`src/rtl/store_m_if.sv`:
```
// Store-side bus bundle: start command, tile stream and byte write port.
interface store_m_if #(
    parameter int TILE_WIDTH = 256
);
    logic                  valid_in;
    logic [23:0]           dram_addr;
    logic [19:0]           length;
    logic [TILE_WIDTH-1:0] tile_in;
    logic                  tile_valid;
    logic                  tile_ready;
    logic                  mem_we;
    logic [23:0]           mem_addr;
    logic [7:0]            mem_din;
    logic                  busy;
    logic                  valid_out;

    modport master (
        output valid_in, dram_addr, length,
        output tile_in, tile_valid,
        input  tile_ready, mem_we, mem_addr,
        input  mem_din, busy, valid_out
    );

    modport slave (
        input  valid_in, dram_addr, length,
        input  tile_in, tile_valid,
        output tile_ready, mem_we, mem_addr,
        output mem_din, busy, valid_out
    );
endinterface

```
`src/rtl/store_m.sv`:
```
// Tile-to-DRAM byte writer, MSB byte of each tile first.
// Optional STORE_M_ZERO_PAD_EN zero-fills the tail of the final tile.
module store_m #(
    parameter int TILE_WIDTH = 256
) (
    input logic      clk,
    input logic      rst,
    store_m_if.slave bus
);
    localparam int NUM_BYTES = TILE_WIDTH / 8;
    localparam int CW = $clog2(NUM_BYTES + 1);

    typedef enum logic [2:0] {
        IDLE, WAIT_TILE, WRITING, NEXT_TILE, DONE
    } state_t;

    state_t                state_q, state_d;
    logic [23:0]           base_q, base_d;
    logic [23:0]           total_q, total_d;
    logic [23:0]           done_q, done_d;
    logic [CW-1:0]         cnt_q, cnt_d;
    logic [TILE_WIDTH-1:0] tile_q, tile_d;
    logic                  tile_ready_q, tile_ready_d;
    logic                  mem_we_q, mem_we_d;
    logic [23:0]           mem_addr_q, mem_addr_d;
    logic [7:0]            mem_din_q, mem_din_d;
    logic                  busy_q, busy_d;
    logic                  valid_out_q, valid_out_d;
    logic                  last;

    always_comb begin
        state_d     = state_q;
        base_d      = base_q;
        total_d     = total_q;
        done_d      = done_q;
        cnt_d       = cnt_q;
        tile_d      = tile_q;
        mem_we_d    = 1'b0;
        mem_addr_d  = mem_addr_q;
        mem_din_d   = mem_din_q;
        valid_out_d = valid_out_q;
        last        = 1'b0;
        unique case (state_q)
            IDLE: begin
                if (bus.valid_in) begin
                    base_d      = bus.dram_addr;
                    total_d     = 24'((21'(bus.length) + 21'd7) >> 3);
                    done_d      = '0;
                    valid_out_d = 1'b0;
                    state_d     = (bus.length == '0) ? DONE : WAIT_TILE;
                end
            end
            WAIT_TILE: begin
                if (bus.tile_valid && tile_ready_q) begin
                    tile_d  = bus.tile_in;
                    cnt_d   = '0;
                    state_d = WRITING;
                end
            end
            WRITING: begin
                mem_we_d   = 1'b1;
                mem_addr_d = base_q + done_q;
`ifdef STORE_M_ZERO_PAD_EN
                // Past the last length byte the rest of the tile is zeroed.
                last      = (cnt_q == CW'(NUM_BYTES - 1));
                mem_din_d = (done_q < total_q) ?
                            tile_q[TILE_WIDTH-1 -: 8] : 8'h00;
`else
                last      = (cnt_q == CW'(NUM_BYTES - 1)) ||
                            (done_q == total_q - 24'd1);
                mem_din_d = tile_q[TILE_WIDTH-1 -: 8];
`endif
                tile_d = tile_q << 8;
                cnt_d  = cnt_q + CW'(1);
                done_d = done_q + 24'd1;
                if (last) state_d = NEXT_TILE;
            end
            NEXT_TILE: begin
                state_d = (done_q < total_q) ? WAIT_TILE : DONE;
            end
            DONE: begin
                valid_out_d = 1'b1;
                state_d     = IDLE;
            end
            default: state_d = IDLE;
        endcase
        // Ready/busy follow the state being entered so they line up with it.
        tile_ready_d = (state_d == WAIT_TILE);
        busy_d       = (state_d != IDLE);
    end

    always_ff @(posedge clk) begin
        if (rst) begin
            state_q      <= IDLE;
            base_q       <= '0;
            total_q      <= '0;
            done_q       <= '0;
            cnt_q        <= '0;
            tile_q       <= '0;
            tile_ready_q <= 1'b0;
            mem_we_q     <= 1'b0;
            mem_addr_q   <= '0;
            mem_din_q    <= '0;
            busy_q       <= 1'b0;
            valid_out_q  <= 1'b0;
        end else begin
            state_q      <= state_d;
            base_q       <= base_d;
            total_q      <= total_d;
            done_q       <= done_d;
            cnt_q        <= cnt_d;
            tile_q       <= tile_d;
            tile_ready_q <= tile_ready_d;
            mem_we_q     <= mem_we_d;
            mem_addr_q   <= mem_addr_d;
            mem_din_q    <= mem_din_d;
            busy_q       <= busy_d;
            valid_out_q  <= valid_out_d;
        end
    end

    assign bus.tile_ready = tile_ready_q;
    assign bus.mem_we     = mem_we_q;
    assign bus.mem_addr   = mem_addr_q;
    assign bus.mem_din    = mem_din_q;
    assign bus.busy       = busy_q;
    assign bus.valid_out  = valid_out_q;
endmodule

```
`src/flat_wrapper.sv`:
```
// flat-port wrapper written by rule: the top's interface ports become plain ports
module store_m_flat 
#(
    parameter int TILE_WIDTH = 256
)
  (clk, rst, bus_valid_in, bus_dram_addr, bus_length, bus_tile_in, bus_tile_valid, bus_tile_ready, bus_mem_we, bus_mem_addr, bus_mem_din, bus_busy, bus_valid_out);
  store_m_if #(.TILE_WIDTH(TILE_WIDTH)) bus_i ();
  input logic clk;
  input logic rst;
  input wire logic [$bits(bus_i.valid_in)-1:0] bus_valid_in;
  input wire logic [$bits(bus_i.dram_addr)-1:0] bus_dram_addr;
  input wire logic [$bits(bus_i.length)-1:0] bus_length;
  input wire logic [$bits(bus_i.tile_in)-1:0] bus_tile_in;
  input wire logic [$bits(bus_i.tile_valid)-1:0] bus_tile_valid;
  output wire logic [$bits(bus_i.tile_ready)-1:0] bus_tile_ready;
  output wire logic [$bits(bus_i.mem_we)-1:0] bus_mem_we;
  output wire logic [$bits(bus_i.mem_addr)-1:0] bus_mem_addr;
  output wire logic [$bits(bus_i.mem_din)-1:0] bus_mem_din;
  output wire logic [$bits(bus_i.busy)-1:0] bus_busy;
  output wire logic [$bits(bus_i.valid_out)-1:0] bus_valid_out;
  assign bus_i.valid_in = bus_valid_in;
  assign bus_i.dram_addr = bus_dram_addr;
  assign bus_i.length = bus_length;
  assign bus_i.tile_in = bus_tile_in;
  assign bus_i.tile_valid = bus_tile_valid;
  assign bus_tile_ready = bus_i.tile_ready;
  assign bus_mem_we = bus_i.mem_we;
  assign bus_mem_addr = bus_i.mem_addr;
  assign bus_mem_din = bus_i.mem_din;
  assign bus_busy = bus_i.busy;
  assign bus_valid_out = bus_i.valid_out;
  store_m #(.TILE_WIDTH(TILE_WIDTH)) u_core (.clk(clk), .rst(rst), .bus(bus_i));
endmodule
```
`config.mk`:
```
export PLATFORM = sky130hd
export DESIGN_NAME = store_m_flat
export DESIGN_NICKNAME = d
export VERILOG_FILES = /design/src/rtl/store_m_if.sv /design/src/rtl/store_m.sv /design/src/flat_wrapper.sv
export SDC_FILE = /design/constraint.sdc
export NUM_CORES = 1
export LEC_CHECK = 0
export ABC_AREA = 1
export CAP_MARGIN = 20
export CORE_MARGIN = 3
export CORE_UTILIZATION = 45
export CTS_BUF_LIST = sky130_fd_sc_hd__clkbuf_4 sky130_fd_sc_hd__clkbuf_8
export CTS_CLUSTER_SIZE = 25
export DETAILED_ROUTE_END_ITERATION = 8
export PLACE_DENSITY = 0.73
export SLEW_MARGIN = 20
export SYNTH_ARGS = -nofsm -noshare
export SYNTH_HDL_FRONTEND = slang
export SYNTH_SLANG_ARGS = --single-unit
```
`constraint.sdc`:
```
create_clock -name clk -period 2 [get_ports clk]
set_input_delay 0.2 -clock clk [delete_from_list [all_inputs] [get_ports clk]]
set_output_delay 0.2 -clock clk [all_outputs]
set_load 0.01 [all_outputs]
```
# After elaboration in Yosys (flattened, before gate mapping)
# Index checks and enable logic that the tools add are counted.
# totals
inputBits	304
out_inout_bits	36
rom_bits	0
memories	0
latch_bits	0
ram_bits	0
register_bits	370
word_cells	54
# op_classes
order_cmp	1
mux	15
add_sub_neg	5
n_div	0
n_reduce_logical	12
mul	0
n_shift	0
n_eq_ne	9
n_bitwise	0
# ops
op	n
$pmux W256 S2	1
$mux W256	1
$pmux W24 S2	1
$add A24 B1 Y24 const B	1
$add A24 B24 Y24	1
$eq A24 B24 Y1	1
$lt A24 B21 Y1	1
$mux W24	1
$sub A21 B1 Y22 const B	1
$add A20 B3 Y21 const B	1
$logic_not A20 Y1	1
$mux W3	5
$pmux W3 S4	1
$pmux W6 S2	1
$reduce_and A2 Y1	4
$add A6 B1 Y6 const B	1
$eq A3 B1 Y1 const B	2
$eq A3 B2 Y1 const B	2
$eq A6 B5 Y1 const B	1
$mux W6	1
$reduce_bool A2 Y1	3
$eq A3 B3 Y1 const B	1
$logic_not A3 Y1	1
$reduce_bool A3 Y1	1
other kinds (6)	7

# Logic depth before layout (Yosys ltp)
# Gate-level depths: netlist of the first run.
# depth
ltp_word	6
mapped_depth	17
depth_no_buf	16

# Worst setup path after synthesis of the first run
# Ideal clock, no wire load.
# synth_timing
path_kind	reg-to-reg
from	register u_core.done_q[0]
to	register u_core.mem_addr_q[8] (netlist: u_core.bus.mem_addr[8])
path_buffers	0
t_arrival_ns	1.891
t_required_ns	1.872
setup_ns	0.128
stages_incl_launch_ff	9
period_less_slack_ns	2.019
slack_ns	-0.019
cell_sequence	dfxtp_1 > ha_1 > inv_1 > fa_1 > o21ai_1 > a21boi_0 > o21ai_0 > xor2_1 > o21ai_1
# synth_between
elab_chain_cells	1
# synth_rtl
element	line_no	source
from (decl)	store_m.sv:20	logic [23:0] done_q, done_d;
from (signal assigned)	store_m.sv:110	done_q <= done_d;
$add A24 B24 Y24	store_m.sv:62	mem_addr_d = base_q + done_q;
to (signal assigned)	store_m.sv:115	mem_addr_q <= mem_addr_d;
to (decl)	store_m.sv:25	logic [23:0] mem_addr_q, mem_addr_d;
# Every way passes these cells.
# A chain may end at the register's enable or synchronous reset.

# Final worst setup path of the first run
# layout_timing
from	register u_core.done_q[0]
to	register u_core.done_q[20]
# layout_between
elab_chain_cells	2
# layout_rtl
element	line_no	source
$add A24 B1 Y24	store_m.sv:75	done_d = done_q + 24'd1;
$pmux W24 S2	store_m.sv:43	unique case (state_q)
# Every way passes these cells.

==> qor.yml, run 1 <==
global_routing:
  grt_overflow_total: 0
  grt.total_usage_pct: 25.7
  grt_max_degree: 147
  grt_pass1_vias: 16500
  grt_pass1_wl_um: 85500
  antenna_found_initial: 11
setup_path:
  slowest_stage: "dfxtp_2"
  crit_family: "simple AND/OR/NAND/NOR gates"
  cp.required_ns: 2.54
  cp-start-kind: "flop"
  crit_start: "u_core.done_q[0]$_SDFFE_PP0P_"
  crit_chain: "buf_6 -> ha_4 -> nand3_4 -> nor2_4 -> inv_2 -> nor2_2 -> nand4_1 -> buf_4 -> nor2_4 -> nand4_1 -> o21ai_1 -> a21oi_1"
  path_buf_inv: 3
  rrSetupSlack_ns: 0.02
  cpPeakStageDelay_ns: 0.34
  critPathCaptureType: "flop"
  cp.arrival_ns: 2.52
  worstReg2RegStart: "u_core.done_q[0]$_SDFFE_PP0P_"
  crit_fanout: 4
  crit_type: "reg2reg"
pwr:
  p_per_area_nw_per_um2: 760
  p_total_uw: 17700
  p_leak_uw: 0.00898
  ir_drop_uv: 726
routing:
  viasPerCell: 5.45
  drt_iter0_drc: 1231
  wl_um: 55100
  first_pass_iters: 5
  drtAntennaViolNets: 0
  via_count: 17300
  drc: 0
  wire_per_inst_um: 17.3
flow_run:
  drv_cap: 0
sta:
  rsz0062_at_grt: "true"
  skew_ns: 0.0510
  slew_violations: 0
  hold_violations: 0
  finalCritPeriodShare_pct: 98.8
  final-setup-viol-count: 0
  holdWs_ns: 0.115
  max_slew_margin_pct: 32.1
  fmax_mhz: 506
  period_minus_slack_ns: 1.98
  tightest_slew_ns: 1.02
outcome:
  status: "complete, no violations"
clock_network:
  cts.sinks: 367
  cts_tree: "built"
  clkTransAtPathRegs_ns: 0.06
  cts_root_buffer: "clkbuf_8"
  htree_levels: 2
  worstSkewPairLatency_ns: 0.67
  numCtsBuffers: 60
  clock_path_buffers: 3
logic_synthesis:
  async_reset_ff_share_pct: 0
  synth_nets: 2575
  netlist_instances: 2226
  synth-edff-count: 0
  synth_area_um2: 17000
  synth_top_area_share_pct: 43.2
  synth_area_leaders: "dfxtp_1 (43%), nor2_1 (13%), o221ai_1 (13%), nand2_1 (6.2%), ha_1 (3.2%)"
  synth_top_cell_by_area: "dfxtp_1"
  synth_ff_type: "dfxtp_1"
  syn_area_per_cell_um2: 7.64
  yosysWarnings: 0
  synth_seq_cells: 367
  ys_seq_area_share_pct: 43.2
  synthDistinctLibCells: 47
floorplanning:
  core_area_um2: 37000
  floorplan.initialDensity_pct: 46.0
  rows: 70
  io_pins: 340
  die_area_um2: 40100
  die_y_um: 200
  die_w_um: 200
place:
  placed_area_um2: 21500
  globalplace.congestion: 0.902
  hpwl_um: 40000
  port_buffers: 339
worst_hold_path:
  hold_class: "in2reg"
  min-delay-start: "bus_tile_in[6]"
cells_and_area:
  nets: 2965
  n_fill_cell: 3271
  drive_above_1_share_pct: 12.3
  finalInstanceArea_um2: 23300
  areaGrowthSynthToFinish_pct: 36.8
-- where the power goes --
part / switching [uW] / internal, uW / leakage (uW) / total, uW
clock: 3130 / 4080 / 0.000730 / 7210
combinational: 1270 / 1280 / 0.00527 / 2560
sequential: 236 / 7670 / 0.00298 / 7910
total: 4640 / 13000 / 0.00898 / 17700
-- cell families after synthesis --
logic type	Yosys count	synth area share, %
AOI/OAI and AO/OA	486	20.5
xor gates and xnor gates	30	1.63
adders and majority gates	45	3.36
DFF	367	43.2
buffers and inverters	281	7.10
and+or+nand+nor	1017	24.2
-- what timing repair did --
action / CTS / global route
setup endpoints to repair: 3 / 52
endpoints found under the hold margin: 3 / 0
buffers inserted: 0 / 9
hold buffers: 1 / 0
pin swaps: 0 / 23
gates resized for setup: 2 / 89
cloned: 0 / 1
-- worst reg2reg max path, stage by stage, from the launching register on --
cell and delay, ns:
dfxtp_2 0.34, buf_6 0.11, ha_4 0.14, nand3_4 0.08, nor2_4 0.13, inv_2 0.05
nor2_2 0.12, nand4_1 0.22, buf_4 0.22, nor2_4 0.12, nand4_1 0.14, o21ai_1 0.15
a21oi_1 0.05
-- cell type report --
cell class	count	area, um^2	area share, %
multi-input cells	1579	8760	37.7
flip-flops and latches	367	7360	31.6
repair buffers	466	4590	19.7
clock buffers	92	1180	5.09
well taps	504	631	2.71
inverters	142	553	2.38
clock inverters	20	179	0.769
diodes	6	15.0	0.0645
-- per-layer routing --
| layer | GRT usage, % | wire, um |
|---|---|---|
| met1 | 32.1 | 23100 |
| met2 | 43.4 | 26200 |
| met3 | 7.36 | 4470 |
| met4 | 7.65 | 1270 |
| met5 | 0 | 56 |
-- flip-flops by register name, indices dropped and copies added (netlist names) --
| signal | cells |
|---|---|
| u_core.base_q | 24 |
| u_core.bus.busy | 1 |
| u_core.bus.mem_addr | 24 |
| u_core.bus.mem_din | 8 |
| u_core.bus.mem_we | 1 |
| u_core.bus.tile_ready | 1 |
| u_core.bus.valid_out | 1 |
| u_core.cnt_q | 6 |
| u_core.done_q | 24 |
| u_core.state_q | 3 |
| u_core.tile_q | 256 |
| u_core.total_q | 18 |
-- cell usage in the layout (no fill, tap or decap), types with 13 or more instances in the layout --
master,count
nor2_1,580
dfxtp_1,360
clkdlybuf4s50_1,338
nand2_1,281
o221ai_1,248
inv_1,136
buf_4,106
a21oi_1,93
clkbuf_8,79
o21ai_0,68
nand3_1,60
ha_1,36
nand4_1,29
o21ai_1,25
xor2_1,20
buf_12,19
nor2_2,14
clkinv_2,14
clkbuf_4,13
-- per-stage QoR --
step                TNS [ns]  std cells  util (%)  setup slack, ns
floorplan                  0       2226         -           0.0395
global placement     -0.0222       3047      58.2          -0.0222
detailed placement    -0.217       3047      58.2          -0.0565
CTS                  -0.0241       3160      61.9          -0.0124
global route          -0.337       3174      62.9          -0.0852
finish                     0       3176      62.9           0.0238
-- final timing paths --
kind	endpoint	cells after the start
setup reg to reg	u_core.done_q[20]$_SDFFE_PP0P_	12
hold / removal	u_core.tile_q[6]$_SDFFE_PP0P_	3
hold reg to reg	u_core.tile_q[255]$_SDFFE_PP0P_	2
setup / recovery	u_core.done_q[20]$_SDFFE_PP0P_	12
-- synthesized netlist by cell type (15+ instances only) --
cell	instances
xor2_1	20
dfxtp_1	367
nand2_1	283
nor2_1	595
nor3_1	15
o21ai_0	83
ha_1	44
clkbuf_1	97
o221ai_1	248
nand4_1	29
inv_1	138
nand3_1	66
a21oi_1	104
buf_2	20
Power figures use the tool's default switching activity.
==> run 2: changes to the inputs <==
Settings changed: CTS_CLUSTER_DIAMETER from default to 150, PLACE_DENSITY 0.73 to 0.7.
Clock period 2 ns to 2.1 ns, I/O delays scaled along.
==> run 2 against run 1 <==
Cell count is 4.1% lower. Count of clock-buffer cells in the layout is 73 lower. Die area stayed put. Total power is 27% lower. First-iteration DRC count is 4.0% lower. Design area is 6.9% lower.
==> qor.yml, run 2 (synthesized netlist as in run 1, its figures left out) <==
sta:
  slew_violations: 0  # unchanged
  hold_violations: 0  # unchanged
  fmax_mhz: 505  # -0.18%
  skew_ns: 0.0258  # -0.0252 ns
  max_slew_margin_pct: 46.7  # +15 points
  finalCritPeriodShare_pct: 94.3  # -4.5 points
  period_minus_slack_ns: 1.98  # +0.00349 ns
  tightest_slew_ns: 0.799  # -0.219 ns
  holdWs_ns: 0.178  # +0.0634 ns
  final-setup-viol-count: 0  # unchanged
  rsz0062_at_grt: "true"
global_routing:
  use_met2_pct: 42.9  # -0.55 points
  grt_max_degree: 124  # -16%
  grt_overflow_total: 0  # unchanged
  grtUsageMet3_pct: 5.04  # -2.3 points
  antenna_found_initial: 7  # -4
  grt.total_usage_pct: 25.0  # -0.69 points
  grt_pass1_wl_um: 83900  # -1.9%
  use_met1_pct: 32.6  # +0.59 points
  grt_busiest_layer: "met2"
  grt_pass1_vias: 16000  # -3.0%
floorplanning:
  rows: 70  # unchanged
  floorplan.initialDensity_pct: 46.0  # unchanged
  io_pins: 340  # unchanged
  core_area_um2: 37000  # unchanged
  die_area_um2: 40100  # unchanged
  die_y_um: 200  # unchanged
  die_w_um: 200  # unchanged
pwr:
  p_leak_uw: 0.00816  # -9.2%
  ir_drop_uv: 427  # -41%
  p_per_area_nw_per_um2: 592  # -22%
setup_path:
  crit_chain: "ha_1 -> nand2_1 -> nor3_1 -> nand3_1 -> nand3_1 -> nand2_1 -> nand3_1 -> nand2_1"
  cpPeakStageDelay_ns: 0.43  # +0.09 ns
  slowest_stage: "dfxtp_1"
  critPathCaptureType: "flop"
  crit_fanout: 5  # +1
  cp-start-kind: "flop"
  crit_family: "simple AND/OR/NAND/NOR gates"
  path_buf_inv: 0  # -3
  cp.arrival_ns: 2.45  # -0.07 ns
  crit_type: "reg2reg"
  cp.required_ns: 2.57  # +0.03 ns
cells_and_area:
  drive_above_1_share_pct: 6.51  # -5.8 points
  areaGrowthSynthToFinish_pct: 27.4
  largest_reg_flops: 256  # unchanged
  layout_common_cells: "nor2_1 (586), dfxtp_1 (362), clkdlybuf4s50_1 (338)"
  n_fill_cell: 3492  # +6.8%
  final_common_cell: "nor2_1"
  layout.cells.non_filler: 3046  # -4.1%
  regMostFlops: "u_core.tile_q"
  nets: 2885  # -2.7%
place:
  globalplace.congestion: 0.881  # -2.3%
  place_inst: 3017  # -0.98%
  port_buffers: 339  # unchanged
  hpwl_um: 38900  # -2.7%
routing:
  wire_per_inst_um: 17.5  # +0.63%
  drt_iter0_drc: 1182  # -4.0%
  wl_um: 53200  # -3.5%
  first_pass_iters: 5  # unchanged
  viasPerCell: 5.42  # -0.51%
  drc: 0  # unchanged
  via_count: 16500  # -4.6%
  drtAntennaViolNets: 0  # unchanged
outcome:
  status: "complete, no violations"
clock_network:
  cts.sinks: 367  # unchanged
  worstSkewPairLatency_ns: 0.59  # -0.08 ns
  clkTransAtPathRegs_ns: 0.14  # +0.08 ns
  cts_tree: "built"
  htree_levels: 1  # -1
  clock_path_buffers: 3  # unchanged
  numCtsBuffers: 18  # -70%
  cts_root_buffer: "clkbuf_8"
flow_run:
  drv_cap: 0  # unchanged
worst_hold_path:
  hold_class: "in2reg"
==> run 2: changes by cell type in the layout (fill, tap and decap cells not counted), moves of 6 or more <==
cell and change:
a21oi_1 +8, clkbuf_4 -13, nor2_1 +6, o21ai_1 -8, clkbuf_8 -60, clkinv_2 -14, a21oi_2 -8, buf_4 -32
o21ai_0 +8
==> run 2: where the power goes <==
| group | leakage, uW | switching [uW] | internal, uW |
|---|---|---|---|
| sequential | 0.00298 | 216 | 7300 |
| clock | 0.000141 | 2130 | 838 |
| combinational | 0.00504 | 1180 | 1160 |
| total | 0.00816 | 3520 | 9300 |
==> run 2: repair_timing <==
item,in CTS,in global routing
resized for setup,0,46
hold endpoints to repair,6,0
setup endpoints to repair,0,26
buffers inserted,0,1
hold buffers,1,0
==> run 2: final cells by class <==
cell class	count	area (um^2)	share of cell area [%]
well taps	504	631	2.91
flip-flops and latches	367	7350	33.9
multi-input cells	1578	8590	39.7
repair buffers	429	4250	19.6
diodes	6	15.0	0.0693
inverters	142	553	2.55
clock buffers	19	262	1.21
clock inverters	1	8.76	0.0404
==> run 2: worst paths after layout <==
path                                                       from                                   end  slack [ns]  cells after the start
worst max register to register   u_core.done_q[19]$_SDFFE_PP0P_  u_core.bus.mem_addr[21]$_SDFFE_PP0P_        0.12                      8
worst min-delay path                           bus_dram_addr[0]         u_core.base_q[0]$_SDFFE_PP0P_        0.18                      3
worst min register to register  u_core.tile_q[250]$_SDFFE_PP0P_       u_core.tile_q[250]$_SDFFE_PP0P_        0.46                      2
worst max-delay path             u_core.done_q[19]$_SDFFE_PP0P_  u_core.bus.mem_addr[21]$_SDFFE_PP0P_        0.12                      8
==> run 2: tightest hold or removal path, cell delays in order <==
cell	delay, ns
clkdlybuf4s50_1	0.39
nand2_1	0.06
a21oi_1	0.05
==> run 2: per-layer routing <==
metal | part of all wire [%] | up-vias
li1 | - | 8300
met1 | 44 | 7701
met2 | 47 | 450
met3 | 6.5 | 62
met4 | 2.2 | 6
met5 | 0.077 | -
==> run 2: metrics by stage <==
stage | utilization [%] | TNS (ns) | total power, uW | cell area, um^2 | setup slack [ns]
2_1_floorplan | - | 0 | 8900 | 17000 | 0.0812
3_3_place_gp | 57.3 | 0 | 9930 | 21200 | 0.0474
3_5_place_dp | 57.3 | 0 | 9970 | 21200 | 0.00946
4_1_cts | 58.1 | 0 | 12900 | 21500 | 0.0224
5_1_grt | 58.6 | -0.0302 | 13400 | 21700 | -0.0162
6_report | 58.6 | 0 | 12800 | 21700 | 0.120
==> run 3: changes to the inputs <==
Settings changed: RECOVER_POWER from default to 50.
==> run 3 against run 2 <==
Total power fell by 0.18%. Design area down 0.44%. Largest power group unchanged. Critical endpoint unchanged. Largest cell class unchanged. Count of clock-buffer cells in the layout is the same. Sequential power about the same. Worst hold slack improved by 0.0016 ns.
==> qor.yml, run 3 (synthesized netlist as in run 1, its figures left out) <==
clock_network:
  clkTransAtPathRegs_ns: 0.15  # about the same
  worstSkewPairLatency_ns: 0.58  # about the same
  htree_levels: 1  # unchanged
  numCtsBuffers: 18  # unchanged
  cts_root_buffer: "clkbuf_8"
  clock_path_buffers: 3  # unchanged
  cts.sinks: 367  # unchanged
  cts_tree: "built"
floorplanning:
  io_pins: 340  # unchanged
  die_y_um: 200  # unchanged
  die_area_um2: 40100  # unchanged
  rows: 70  # unchanged
  core_area_um2: 37000  # unchanged
  die_w_um: 200  # unchanged
  floorplan.initialDensity_pct: 46.0  # unchanged
sta:
  fin_ws_ns: 0.121  # +0.000346 ns
  final-setup-viol-count: 0  # unchanged
  fmax_mhz: 505  # about the same
  finalCritPeriodShare_pct: 94.3  # about the same
  hold_violations: 0  # unchanged
  max_slew_margin_pct: 46.6  # -0.12 points
  slew_violations: 0  # unchanged
  tightest_slew_ns: 0.801  # +0.00174 ns
  period_minus_slack_ns: 1.98  # -0.000346 ns
  skew_ns: 0.0221  # -0.00379 ns
  rsz0062_at_grt: "true"
worst_hold_path:
  hold_path_depth: 3  # unchanged
  hold_class: "in2reg"
  min-delay-start: "bus_dram_addr[0]"
  holdPathEnd: "u_core.base_q[0]$_SDFFE_PP0P_"
routing:
  drc: 0  # unchanged
  first_pass_iters: 5  # unchanged
  drt_iter0_drc: 1081  # -8.5%
  wl_um: 53200  # about the same
  via_count: 16600  # +0.44%
  wire_per_inst_um: 17.5  # about the same
  drtAntennaViolNets: 0  # unchanged
  viasPerCell: 5.45  # +0.44%
setup_path:
  cp.arrival_ns: 2.45  # about the same
  r2r-end: "u_core.bus.mem_addr[21]$_SDFFE_PP0P_"
  worstReg2RegStart: "u_core.done_q[19]$_SDFFE_PP0P_"
  ff2ff_path_depth: 8  # unchanged
  crit_type: "reg2reg"
  critPathCaptureType: "flop"
  cp.required_ns: 2.57  # about the same
  rrSetupSlack_ns: 0.12  # about the same
  cp-start-kind: "flop"
  crit_fanout: 5  # unchanged
cells_and_area:
  final_common_cell: "nor2_1"
  finalInstanceArea_um2: 21600  # -0.44%
  drive_above_1_share_pct: 6.43  # -0.079 points
  final_core_util_pct: 58.3  # -0.26 points
  layout_common_cells: "nor2_1 (587), dfxtp_1 (362), clkdlybuf4s50_1 (303)"
  nets: 2885  # unchanged
  ff_latch_area_um2: 7350  # unchanged
  layout.cells.non_filler: 3046  # unchanged
  largest_reg_flops: 256  # unchanged
  n_fill_cell: 3502  # +0.29%
  multi_input_area_um2: 8590  # about the same
  areaGrowthSynthToFinish_pct: 26.9
  regMostFlops: "u_core.tile_q"
place:
  place_inst: 3017  # unchanged
  hpwl_um: 38900  # unchanged
  globalplace.congestion: 0.881  # unchanged
  placed_area_um2: 21200  # unchanged
  port_buffers: 339  # unchanged
  dpl_worst_slack_ns: 0.00946  # unchanged
pwr:
  p_per_area_nw_per_um2: 593  # +0.26%
  p_sw_share_pct: 27.5  # about the same
  p_int_uw: 9280  # -0.21%
  pwr-share-comb_pct: 18.1  # about the same
  seq_power_share_pct: 58.8  # about the same
  p_leak_uw: 0.00825  # +1.1%
  switching_power_uw: 3510  # -0.11%
  p_clk_share_pct: 23.2  # about the same
  ir_drop_uv: 429  # +0.40%
global_routing:
  grt_max_degree: 124  # unchanged
  antenna_found_initial: 7  # unchanged
  grt_overflow_total: 0  # unchanged
  grt_pass1_wl_um: 83900  # unchanged
  grt_pass1_vias: 16000  # unchanged
  grt.total_usage_pct: 25.0  # unchanged
outcome:
  status: "complete, no violations"
flow_run:
  drv_cap: 0  # unchanged
run 3: cell types whose count changed in the layout (fill, tap and decap cells not counted):
cell             delta
clkdlybuf4s50_1    -35
dlygate4sd3_1      +35
nand3_2             -1
nor2_2              -1
clkbuf_4            +2
buf_6               +2
nor2_1              +1
clkbuf_2            +2
buf_2               +1
nand3_1             +1
buf_12              -7
run 3: worst max path at each step:
stage / start / to / slack (ns)
after floorplan: u_core.done_q[0]$_SDFFE_PP0P_ / u_core.bus.mem_addr[8]$_SDFFE_PP0P_ / 0.08
after global routing: u_core.total_q[1]$_SDFFE_PP0P_ / u_core.state_q[0]$_SDFF_PP0_ / -0.02
after detailed placement: bus_length[2] / u_core.bus.busy$_SDFF_PP0_ / 0.009
after global placement: bus_length[1] / u_core.bus.busy$_SDFF_PP0_ / 0.05
after CTS: u_core.total_q[0]$_SDFFE_PP0P_ / u_core.state_q[0]$_SDFF_PP0_ / 0.02
final: u_core.done_q[19]$_SDFFE_PP0P_ / u_core.bus.mem_addr[21]$_SDFFE_PP0P_ / 0.12
run 3: metrics by stage:
| step | hold slack [ns] | power (uW) | TNS [ns] |
|---|---|---|---|
| 2_1_floorplan | 0.345 | 8900 | 0 |
| 3_3_place_gp | 0.436 | 9930 | 0 |
| 3_5_place_dp | 0.441 | 9970 | 0 |
| 4_1_cts | 0.137 | 12900 | 0 |
| 5_1_grt | 0.163 | 13400 | -0.0302 |
| 6_report | 0.180 | 12800 | 0 |
run 3: final cells by class:
cell class                 count  area share [%]
clock inverter                 1          0.0406
antenna                        6          0.0696
multi-input combinational   1578            39.8
clock buffer                  19            1.21
timing repair buffer         429            19.3
sequential                   367            34.1
inverter                     142            2.56
tap                          504            2.92
run 3: power groups by stage:
stage / registers (uW) / clock network (uW) / logic [uW]
2_1_floorplan: 7600 / 0 / 1300
3_3_place_gp: 7660 / 0 / 2270
3_5_place_dp: 7670 / 0 / 2310
4_1_cts: 7510 / 3070 / 2320
5_1_grt: 7560 / 3260 / 2580
6_report: 7520 / 2960 / 2310
run 3: layer usage:
layer  vias to the layer above  track usage [%]  routed length (um)
met5                         -                0                  41
met4                         6             5.97                1170
met3                        60             5.04                3400
met2                       461             42.9               25100
met1                      7751             32.6               23500
li1                       8314                -                   -
run 3: critical path: stages, from the launching register on:
cell     delay [ns]
dfxtp_1        0.43
ha_1           0.39
nand2_1        0.16
nor3_1         0.34
nand3_1        0.20
nand3_1        0.12
nand2_1        0.05
nand3_1        0.12
nand2_1        0.07
run 3: repair_timing:
| item | in CTS | in global routing |
|---|---|---|
| endpoints found under the hold margin | 6 | 0 |
| resized for setup | 0 | 46 |
| buffers inserted | 0 | 1 |
| endpoints found under the setup margin | 0 | 26 |
| hold buffers | 1 | 0 |
